File: src/rtl/divider_if.sv
// rtl/divider_if.sv - request/result bundle between the ALU control unit and the divider
//
// Purpose: groups the divider handshake, operands and results so the control
// unit (master) and the divider (slave) share one connection.
// Signals:
//   div_begin    master->slave  request, held high for the whole operation
//   div_signed   master->slave  1 = two's-complement operands
//   div_op1      master->slave  dividend
//   div_op2      master->slave  divisor
//   quotient     slave->master  sign-corrected quotient, valid with div_end
//   remainder    slave->master  sign-corrected remainder, valid with div_end
//   div_end      slave->master  result valid / done
//   div_by_zero  slave->master  divisor was zero, valid with div_end
interface divider_if #(
  parameter int WIDTH = 32
);
  logic             div_begin;
  logic             div_signed;
  logic [WIDTH-1:0] div_op1;
  logic [WIDTH-1:0] div_op2;
  logic [WIDTH-1:0] quotient;
  logic [WIDTH-1:0] remainder;
  logic             div_end;
  logic             div_by_zero;

  modport master (
    output div_begin,
    output div_signed,
    output div_op1,
    output div_op2,
    input  quotient,
    input  remainder,
    input  div_end,
    input  div_by_zero
  );

  modport slave (
    input  div_begin,
    input  div_signed,
    input  div_op1,
    input  div_op2,
    output quotient,
    output remainder,
    output div_end,
    output div_by_zero
  );
endinterface

File: src/rtl/divider.sv
// rtl/divider.sv - iterative radix-2 restoring divider, signed and unsigned
//
// Purpose: divides div_op1 by div_op2 one quotient bit per clock (WIDTH
// iterations), operating on magnitudes and fixing up signs at the end.
// Ports:
//   clk     system clock, rising edge
//   resetn  asynchronous active-low reset
//   dif     divider_if.slave: div_begin/div_signed/div_op1/div_op2 in,
//           quotient/remainder/div_end/div_by_zero out
module divider #(
  parameter int WIDTH = 32
) (
  input  logic     clk,
  input  logic     resetn,
  divider_if.slave dif
);

  localparam int CW = (WIDTH > 1) ? $clog2(WIDTH) : 1;

  typedef enum logic [1:0] {
    IDLE = 2'd0,
    CALC = 2'd1,
    DONE = 2'd2
  } state_t;

  state_t           state_q, state_d;
  logic [CW-1:0]    count_q, count_d;
  logic             q_neg_q, q_neg_d;
  logic             r_neg_q, r_neg_d;
  logic [WIDTH-1:0] dvd_q, dvd_d;
  logic [WIDTH-1:0] dvs_q, dvs_d;
  logic [WIDTH-1:0] prem_q, prem_d;
  logic [WIDTH-1:0] qacc_q, qacc_d;
  logic [WIDTH-1:0] quotient_q, quotient_d;
  logic [WIDTH-1:0] remainder_q, remainder_d;
  logic             div_end_q, div_end_d;
  logic             div_by_zero_q, div_by_zero_d;

  logic             op1_neg, op2_neg;
  logic [WIDTH-1:0] op1_mag, op2_mag;
  logic [WIDTH:0]   trial;
  logic [WIDTH:0]   diff;
  logic             q_bit;
  logic [WIDTH-1:0] rem_next;
  logic [WIDTH-1:0] q_next;

  always_comb begin
    // Negating the most negative value wraps back to 2^(WIDTH-1), which is
    // exactly its magnitude when read as unsigned.
    op1_neg = dif.div_signed & dif.div_op1[WIDTH-1];
    op2_neg = dif.div_signed & dif.div_op2[WIDTH-1];
    op1_mag = op1_neg ? -dif.div_op1 : dif.div_op1;
    op2_mag = op2_neg ? -dif.div_op2 : dif.div_op2;

    // One restoring step on a WIDTH+1 bit path: a borrow out of the top bit
    // means the trial value is smaller than the divisor.
    trial    = {prem_q, dvd_q[WIDTH-1]};
    diff     = trial - {1'b0, dvs_q};
    q_bit    = ~diff[WIDTH];
    rem_next = q_bit ? diff[WIDTH-1:0] : trial[WIDTH-1:0];
    q_next   = {qacc_q[WIDTH-2:0], q_bit};
  end

  always_comb begin
    state_d       = state_q;
    count_d       = count_q;
    q_neg_d       = q_neg_q;
    r_neg_d       = r_neg_q;
    dvd_d         = dvd_q;
    dvs_d         = dvs_q;
    prem_d        = prem_q;
    qacc_d        = qacc_q;
    quotient_d    = quotient_q;
    remainder_d   = remainder_q;
    div_end_d     = div_end_q;
    div_by_zero_d = div_by_zero_q;

    case (state_q)
      IDLE: begin
        if (dif.div_begin) begin
          q_neg_d = op1_neg ^ op2_neg;
          r_neg_d = op1_neg;
          dvd_d   = op1_mag;
          dvs_d   = op2_mag;
          prem_d  = '0;
          qacc_d  = '0;
          count_d = '0;
          if (dif.div_op2 == '0) begin
            // Zero divisor short-circuits: the raw dividend is returned as
            // the remainder, not its magnitude.
            quotient_d    = '1;
            remainder_d   = dif.div_op1;
            div_by_zero_d = 1'b1;
            div_end_d     = 1'b1;
            state_d       = DONE;
          end else begin
            state_d = CALC;
          end
        end
      end

      CALC: begin
        if (!dif.div_begin) begin
          state_d = IDLE;
        end else begin
          dvd_d   = dvd_q << 1;
          prem_d  = rem_next;
          qacc_d  = q_next;
          count_d = count_q + CW'(1);
          if (count_q == CW'(WIDTH - 1)) begin
            quotient_d  = q_neg_q ? -q_next : q_next;
            remainder_d = r_neg_q ? -rem_next : rem_next;
            div_end_d   = 1'b1;
            state_d     = DONE;
          end
        end
      end

      DONE: begin
        // Holding div_begin high keeps the result; it must fall before the
        // next request can be accepted.
        if (!dif.div_begin) begin
          div_end_d     = 1'b0;
          div_by_zero_d = 1'b0;
          state_d       = IDLE;
        end
      end

      default: begin
        state_d = IDLE;
      end
    endcase
  end

  always_ff @(posedge clk or negedge resetn) begin
    if (!resetn) begin
      state_q       <= IDLE;
      count_q       <= '0;
      q_neg_q       <= 1'b0;
      r_neg_q       <= 1'b0;
      dvd_q         <= '0;
      dvs_q         <= '0;
      prem_q        <= '0;
      qacc_q        <= '0;
      quotient_q    <= '0;
      remainder_q   <= '0;
      div_end_q     <= 1'b0;
      div_by_zero_q <= 1'b0;
    end else begin
      state_q       <= state_d;
      count_q       <= count_d;
      q_neg_q       <= q_neg_d;
      r_neg_q       <= r_neg_d;
      dvd_q         <= dvd_d;
      dvs_q         <= dvs_d;
      prem_q        <= prem_d;
      qacc_q        <= qacc_d;
      quotient_q    <= quotient_d;
      remainder_q   <= remainder_d;
      div_end_q     <= div_end_d;
      div_by_zero_q <= div_by_zero_d;
    end
  end

  assign dif.quotient    = quotient_q;
  assign dif.remainder   = remainder_q;
  assign dif.div_end     = div_end_q;
  assign dif.div_by_zero = div_by_zero_q;

endmodule

File: src/flat_wrapper.sv
// flat-port wrapper written by rule: the top's interface ports become plain ports
module divider_flat 
#(
  parameter int WIDTH = 32
)
  (clk, resetn, dif_div_begin, dif_div_signed, dif_div_op1, dif_div_op2, dif_quotient, dif_remainder, dif_div_end, dif_div_by_zero);
  divider_if #(.WIDTH(WIDTH)) dif_i ();
  input  logic clk;
  input  logic resetn;
  input wire logic [$bits(dif_i.div_begin)-1:0] dif_div_begin;
  input wire logic [$bits(dif_i.div_signed)-1:0] dif_div_signed;
  input wire logic [$bits(dif_i.div_op1)-1:0] dif_div_op1;
  input wire logic [$bits(dif_i.div_op2)-1:0] dif_div_op2;
  output wire logic [$bits(dif_i.quotient)-1:0] dif_quotient;
  output wire logic [$bits(dif_i.remainder)-1:0] dif_remainder;
  output wire logic [$bits(dif_i.div_end)-1:0] dif_div_end;
  output wire logic [$bits(dif_i.div_by_zero)-1:0] dif_div_by_zero;
  assign dif_i.div_begin = dif_div_begin;
  assign dif_i.div_signed = dif_div_signed;
  assign dif_i.div_op1 = dif_div_op1;
  assign dif_i.div_op2 = dif_div_op2;
  assign dif_quotient = dif_i.quotient;
  assign dif_remainder = dif_i.remainder;
  assign dif_div_end = dif_i.div_end;
  assign dif_div_by_zero = dif_i.div_by_zero;
  divider #(.WIDTH(WIDTH)) u_core (.clk(clk), .resetn(resetn), .dif(dif_i));
endmodule
File: config.mk
export PLATFORM = sky130hd
export DESIGN_NAME = divider_flat
export DESIGN_NICKNAME = d
export VERILOG_FILES = /design/src/rtl/divider_if.sv /design/src/rtl/divider.sv /design/src/flat_wrapper.sv
export SDC_FILE = /design/constraint.sdc
export NUM_CORES = 1
export LEC_CHECK = 0
export BUFFER_PORTS_ARGS = -buffer_cell sky130_fd_sc_hd__buf_2
export CORE_ASPECT_RATIO = 1.4
export CORE_MARGIN = 4
export CORE_UTILIZATION = 61
export CTS_CLUSTER_DIAMETER = 120
export DETAILED_ROUTE_END_ITERATION = 10
export PLACE_DENSITY = 0.88
export SYNTH_ARGS = -nofsm -noshare
export SYNTH_HDL_FRONTEND = slang
export SYNTH_SLANG_ARGS = --single-unit
File: constraint.sdc
create_clock -name clk -period 5.81 [get_ports clk]
set_input_delay 0.8715 -clock clk [delete_from_list [all_inputs] [get_ports clk]]
set_output_delay 0.8715 -clock clk [all_outputs]
set_load 0.05 [all_outputs]
==> out/results.ini, run 1 <==
[placement]
port_buffers = 133
place_ws_ns = 0.9532
finalWeightedCongestion = 0.9287
dp_hpwl_mm = 27.14
place_area_um2 = 14290
place_inst = 1967

[timing]
worst_pin_slew_ns = 1.147
hold_violations = 0
drv_slew = 0
setup_viol = 0
max_clock_freq_mhz = 204.2
rsz0062_at_grt = no
whs_ns = 0.4376
period_needed_ns = 4.897
tns_ns = 0
final.setup.worst_slack_ns = 0.9132
finalCritPeriodShare_pct = 84.28
relSlewSlack_pct = 23.32
finalClockSkew_ns = 0.02425

[layout]
final_nets = 1800
layout_common_cells = dfrtp_1 (202), nand2_1 (197), o21ai_0 (164), a21oi_1 (149), nor2_1 (137)
layout-drive-gt1-share_pct = 13.24
syn2layout_area_growth_pct = 11.04
post-route-util_pct = 68.77
fin_area_um2 = 14980
stdcell_count = 2004
final_common_cell = dfrtp_1
num_antenna_cells = 0

[setup_path]
crit_arrival_ns = 5.27
end_kind = flip-flop
cp-start-kind = flip-flop
crit_fanout = 33
crit_required_ns = 6.19
critical_path_class = reg -> reg

[grt]
grt_max_degree = 109
grt_remaining_overflow = 0
grt_first_pass_wirelength_mm = 61.36
grt_pass1_vias = 12264
grt_use_total_pct = 30.13
antenna_found_initial = 0

[clock_network]
cts.path.max_buffers = 3
cts_made_buffers = 21
clock_sinks = 202
htreeDepth = 1
clkSlewWorstSetupHoldPaths_ns = 0.07
postCtsHoldBufs = 0
worstSkewPairLatency_ns = 0.51
post_cts_resize_count = 0
cts_root_buf = clkbuf_16
cts_tree = yes
post-cts-setup-buffer-count = 0

[yosys]
avgSynthCellArea_um2 = 8.333
syn_inst = 1619
synth_seq_cells = 202
ys_seq_area_share_pct = 37.47
synth.distinct_cells = 80
syn-num-nets = 1726
synthArstFlopShare_pct = 100.0
synth_area_um2 = 13490
synth_ff_type = dfrtp_1
synth_edf_count = 0
yosys_warnings = 0

[drt]
drcViolationCount = 0
num_vias = 12648
dr.max_layer_used = met4
m1WireLength_mm = 14.51
drtIter0Drc = 1119
wl_met2_mm = 18.11
met3WireLength_mm = 2.637
viasPerCell = 6.311
routed_wl_mm = 37.01
detailedRoute.firstPassIterationCount = 5
antenna_left = 0
wire_per_inst_um = 18.47

[pwr]
p_leak_nw = 6.974
finalPower_mw = 4.406
p_per_area_nw_per_um2 = 294.1
peakVddDrop_mv = 0.2038

[floorplanning]
die_h_um = 184.0
rows = 64
core_region_area_um2 = 21780
ios = 134
die-area_um2 = 24590
start_util_pct = 61.94
die_w_um = 133.7

[job]
maxCapViolCount = 0

[run_status]
status = finished clean

[hold_path]
hp-class = in -> async

==> per-layer routing <==
metal | GRT usage [%] | vias up
met5 | 0 | -
met4 | 12.89 | 0
met3 | 3.697 | 118
met2 | 51.77 | 562
met1 | 38.55 | 6020
li1 | - | 5948
==> kinds of logic (layout without fill, tap and decap cells) <==
kind of cell               after synthesis  count (layout)  share of synthesized area [%]
muxes                                   34              34                          2.560
AOI/OAI and AO/OA                      529             529                          24.75
xor gates and xnor gates               131             131                          8.505
adders and majority gates               39              39                          3.673
DFF                                    202             202                          37.47
buffers and inverters                  151             239                          4.433
and+or+nand+nor                        533             533                          18.61
==> flip-flops by register name, summed over array words and instances, names as in the netlist, 2 cells and up <==
name and flops:
u_core.prem_q 32, u_core.dvs_q 32, u_core.dvd_q 32, u_core.dif.quotient 32
u_core.dif.remainder 32, u_core.qacc_q 31, u_core.count_q 5, u_core.state_q 2
==> final timing paths <==
kind	from	end	slack (ns)	cells after the start
min	resetn	u_core.dif.quotient[15]$_DFFE_PN0P_	0.44	1
min reg2reg	u_core.dvs_q[7]$_DFFE_PN0P_	u_core.dvs_q[7]$_DFFE_PN0P_	0.48	2
max	u_core.dvd_q[31]$_DFFE_PN0P_	u_core.dif.remainder[22]$_DFFE_PN0P_	0.91	20
max in group asynchronous	resetn	u_core.dif.remainder[29]$_DFFE_PN0P_	4.11	2
min in group clk	u_core.dvs_q[7]$_DFFE_PN0P_	u_core.dvs_q[7]$_DFFE_PN0P_	0.48	2
max reg2reg	u_core.dvd_q[31]$_DFFE_PN0P_	u_core.dif.remainder[22]$_DFFE_PN0P_	0.91	20
==> report_power, final <==
group          total [mW]  switching (mW)  internal (mW)
registers            1.62           0.101           1.52
logic                1.42           0.908          0.510
clock network        1.36           0.568          0.796
==> cell usage after synthesis (11+ instances only) <==
cell type / number / area, um^2
a21oi_1: 149 / 745.7
a22o_1: 37 / 324.1
o31ai_1: 19 / 142.6
o21ai_0: 164 / 820.8
nand3_1: 29 / 145.1
buf_2: 23 / 115.1
nand4_1: 11 / 68.82
ha_1: 38 / 475.5
nand2_1: 197 / 739.5
nor2_1: 138 / 518.0
mux2i_1: 30 / 300.3
or3_1: 15 / 93.84
nor3_1: 36 / 180.2
a31oi_1: 40 / 250.2
and3_1: 27 / 168.9
clkbuf_1: 64 / 240.2
dfrtp_1: 202 / 5055
o21a_1: 11 / 82.58
a21o_1: 16 / 120.1
xor2_1: 65 / 569.3
inv_1: 55 / 206.5
nor4_1: 16 / 100.1
xnor2_1: 66 / 578.1
==> layout make-up <==
class | count | area [um^2]
clock buffer | 28 | 581.8
clock inverter | 9 | 108.9
fill | 1797 | 6802
inverter | 56 | 212.7
multi-input combinational | 1266 | 7865
sequential | 202 | 5055
tap | 297 | 371.6
timing repair buffer | 146 | 784.5
==> worst max-delay path: stages (launching register included) <==
cell and delay (ns):
dfrtp_1 0.39, inv_1 0.08, ha_1 0.16, inv_1 0.06, fa_1 0.43, a211oi_2 0.28
o211ai_1 0.13, and4_4 0.24, o21a_1 0.23, nor3_4 0.46, nor2_8 0.05, inv_4 0.31
nor2_1 0.07, a21oi_1 0.23, ha_1 0.28, nand2_1 0.11, o41ai_4 0.40, nand4_4 0.23
o31a_1 0.35, mux2i_1 0.18, nand3_1 0.10
Note: power is estimated with default switching activity, not from simulation.
==> inputs of run 2 (changes only) <==
--- a/config.mk
+++ b/config.mk
@@ -5,6 +5,7 @@
 export SDC_FILE = /design/constraint.sdc
 export NUM_CORES = 1
 export LEC_CHECK = 0
+export ABC_AREA = 1
 export BUFFER_PORTS_ARGS = -buffer_cell sky130_fd_sc_hd__buf_2
 export CORE_ASPECT_RATIO = 1.4
 export CORE_MARGIN = 4
==> constraint.sdc (replaced) <==
create_clock -name clk -period 4.75 [get_ports clk]
set_input_delay 0.7125 -clock clk [delete_from_list [all_inputs] [get_ports clk]]
set_output_delay 0.7125 -clock clk [all_outputs]
set_load 0.05 [all_outputs]
==> run 2 against run 1 <==
Net effect:
- worst hold slack worse by 0.16 ns
- core utilization is 0.41 points lower
- design area is 6.7% higher
- sequential cell count stayed put
- maximum frequency is 15% higher
- final cell count is 28% higher
- register-to-register slack worse by 0.42 ns
- synthesized area is 8.0% higher
- routed wire length is 26% higher
==> out/results.ini, run 2 <==
[grt]
grt_use_met2_pct = 58.78  ; +7.0 points
antenna_found_initial = 0  ; unchanged
gr-usage-met3_pct = 3.011  ; -0.69 points
grt.busiest_layer = met2
grt_pass1_vias = 14364  ; +17%
grt_max_degree = 114  ; +4.6%
grt_first_pass_wirelength_mm = 74.09  ; +21%
grt_remaining_overflow = 0  ; unchanged
grt_use_met1_pct = 44.78  ; +6.2 points
grt_use_total_pct = 34.66  ; +4.5 points

[hold_path]
hp-class = in -> async

[clock_network]
clock_sinks = 202  ; unchanged
post-cts-setup-buffer-count = 0  ; unchanged
postCtsHoldBufs = 0  ; unchanged
cts_root_buf = clkbuf_16
worstSkewPairLatency_ns = 0.52  ; about the same
post_cts_resize_count = 0  ; unchanged
cts_tree = yes
cts_made_buffers = 21  ; unchanged
cts.path.max_buffers = 3  ; unchanged
clkSlewWorstSetupHoldPaths_ns = 0.07  ; about the same
htreeDepth = 1  ; unchanged

[floorplanning]
ios = 134  ; unchanged
die-area_um2 = 26450  ; +7.6%
core_region_area_um2 = 23370  ; +7.3%
die_w_um = 138.6  ; +3.7%
die_h_um = 190.9  ; +3.7%
start_util_pct = 62.34  ; +0.40 points
rows = 66  ; +3.1%

[setup_path]
r2r-end = u_core.dif.quotient[30]$_DFFE_PN0P_
end_kind = flip-flop
crit_fanout = 5  ; -85%
cp-start-kind = flip-flop
worstReg2RegStart = u_core.dvd_q[31]$_DFFE_PN0P_
crit_arrival_ns = 4.70  ; -0.57 ns
reg2regPathDepth = 26  ; +30%
critical_path_class = reg -> reg
reg2reg_slack_ns = 0.49  ; -0.42 ns
crit_required_ns = 5.19  ; -1.00 ns

[yosys]
synth_area_leader_cell = dfrtp_1
synth_edf_count = 0  ; unchanged
synth_ff_type = dfrtp_1
syn_inst = 2145  ; +32%
synth_common_cells = nand2_1 (639), inv_1 (307), nor2_1 (207)
ys_seq_area_share_pct = 34.70  ; -2.8 points
avgSynthCellArea_um2 = 6.791  ; -18%
synth_area_um2 = 14570  ; +8.0%
synthArstFlopShare_pct = 100.0  ; unchanged
synthTopCellsByArea = dfrtp_1 (35%), nand2_1 (16%), inv_1 (7.9%)
syn-num-nets = 2252  ; +30%
synth_most_common_cell = nand2_1
synth.top_cell.area_share_pct = 34.70  ; -2.8 points
synth.distinct_cells = 62  ; -23%
yosys_warnings = 0  ; unchanged
synth_seq_cells = 202  ; unchanged

[timing]
finalCritPeriodShare_pct = 89.66  ; +5.4 points
finalClockSkew_ns = 0.02727  ; +0.003021 ns
period_needed_ns = 4.259  ; -0.6380 ns
rsz0062_at_grt = no
drv_slew = 0  ; unchanged
hold_violations = 0  ; unchanged
max_clock_freq_mhz = 234.8  ; +15%
tns_ns = 0  ; unchanged
relSlewSlack_pct = 37.76  ; +14 points
whs_ns = 0.2729  ; -0.1647 ns
setup_viol = 0  ; unchanged
worst_pin_slew_ns = 0.9337  ; -0.2138 ns

[layout]
multi_input_area_um2 = 7845  ; -0.25%
fin_area_um2 = 15980  ; +6.7%
syn2layout_area_growth_pct = 9.671
layout-drive-gt1-share_pct = 11.56  ; -1.7 points
fillers = 2068  ; +15%
layout_common_cells = nand2_1 (639), inv_1 (306), nor2_1 (205), dfrtp_1 (202), nand3_1 (135)
num_antenna_cells = 0  ; unchanged
stdcell_count = 2563  ; +28%
seq_area_um2 = 5055  ; unchanged
final_common_cell = nand2_1
final_nets = 2349  ; +31%

[drt]
detailedRoute.firstPassIterationCount = 6  ; +1
wire_per_inst_um = 18.22  ; -1.4%
num_vias = 14784  ; +17%
drtIter0Drc = 1311  ; +17%
drcViolationCount = 0  ; unchanged
antenna_left = 0  ; unchanged
viasPerCell = 5.768  ; -8.6%
routed_wl_mm = 46.69  ; +26%

[placement]
dp_hpwl_mm = 35.45  ; +31%
finalWeightedCongestion = 0.9900  ; +6.6%
place_area_um2 = 15280  ; +6.9%
place_inst = 2525  ; +28%
port_buffers = 133  ; unchanged

[job]
maxCapViolCount = 0  ; unchanged

[run_status]
status = finished clean

-- run 2: routing by layer --
layer	vias to the layer above	part of all wire (%)
met4	0	5.8
met3	153	6.0
li1	7060	-
met2	656	47
met1	6915	41
met5	-	0
-- run 2: metrics by stage --
stage	setup WS [ns]	utilization, %
6_report	0.4912	68.36
5_1_grt	0.2350	68.36
4_1_cts	0.5585	68.36
3_5_place_dp	0.5755	65.38
3_3_place_gp	0.6996	65.38
2_1_floorplan	0.8271	-
-- run 2: worst max path at each step --
stage                                            start                             endpoint  cells past startpoint
after floorplan           u_core.dvd_q[31]$_DFFE_PN0P_  u_core.dif.quotient[30]$_DFFE_PN0P_                     27
after global placement    u_core.dvd_q[31]$_DFFE_PN0P_  u_core.dif.quotient[30]$_DFFE_PN0P_                     26
after detailed placement  u_core.dvd_q[31]$_DFFE_PN0P_  u_core.dif.quotient[30]$_DFFE_PN0P_                     26
after CTS                 u_core.dvd_q[31]$_DFFE_PN0P_  u_core.dif.quotient[30]$_DFFE_PN0P_                     26
after global routing      u_core.dvd_q[31]$_DFFE_PN0P_  u_core.dif.quotient[30]$_DFFE_PN0P_                     26
final                     u_core.dvd_q[31]$_DFFE_PN0P_  u_core.dif.quotient[30]$_DFFE_PN0P_                     26
-- run 2: worst max-delay path, stage by stage (launching register included) --
cell and delay, ns:
dfrtp_1 0.40, inv_1 0.06, ha_1 0.13, inv_1 0.07
fa_1 0.45, nand2_1 0.09, nand2_1 0.10, nand3_2 0.11
nand2_4 0.07, nand2_4 0.08, nand2_4 0.06, nand2_4 0.10
nand3_2 0.15, nand2_4 0.13, ha_1 0.20, nand4_1 0.15
nor3_1 0.27, nand2_1 0.16, nor4_1 0.21, buf_4 0.18
nor2_1 0.05, a21oi_1 0.22, o21ai_0 0.22, a21oi_1 0.22
xor2_1 0.17, o22ai_1 0.08, inv_1 0.06
-- run 2: cell type report --
type / count / area share (%)
Multi-Input combinational cell: 1551 / 49.10
Sequential cell: 202 / 31.64
Inverter: 320 / 7.581
Clock inverter: 10 / 0.6657
Timing Repair Buffer: 146 / 4.910
Tap cell: 306 / 2.396
Clock buffer: 28 / 3.704
-- run 2: logic make-up (layout without fill, tap and decap cells) --
family,Yosys count,in the layout,share of synthesized area (%)
and+or+nand+nor,1117,1117,33.07
DFF,202,202,34.70
buffers and inverters,392,504,11.55
xor gates and xnor gates,71,71,4.269
adders and majority gates,39,39,3.401
AOI/OAI and AO/OA,324,324,13.01
Power of run 2 is not shown: default switching activity piles up to over one toggle a cycle in this logic, so the estimate is an artifact.
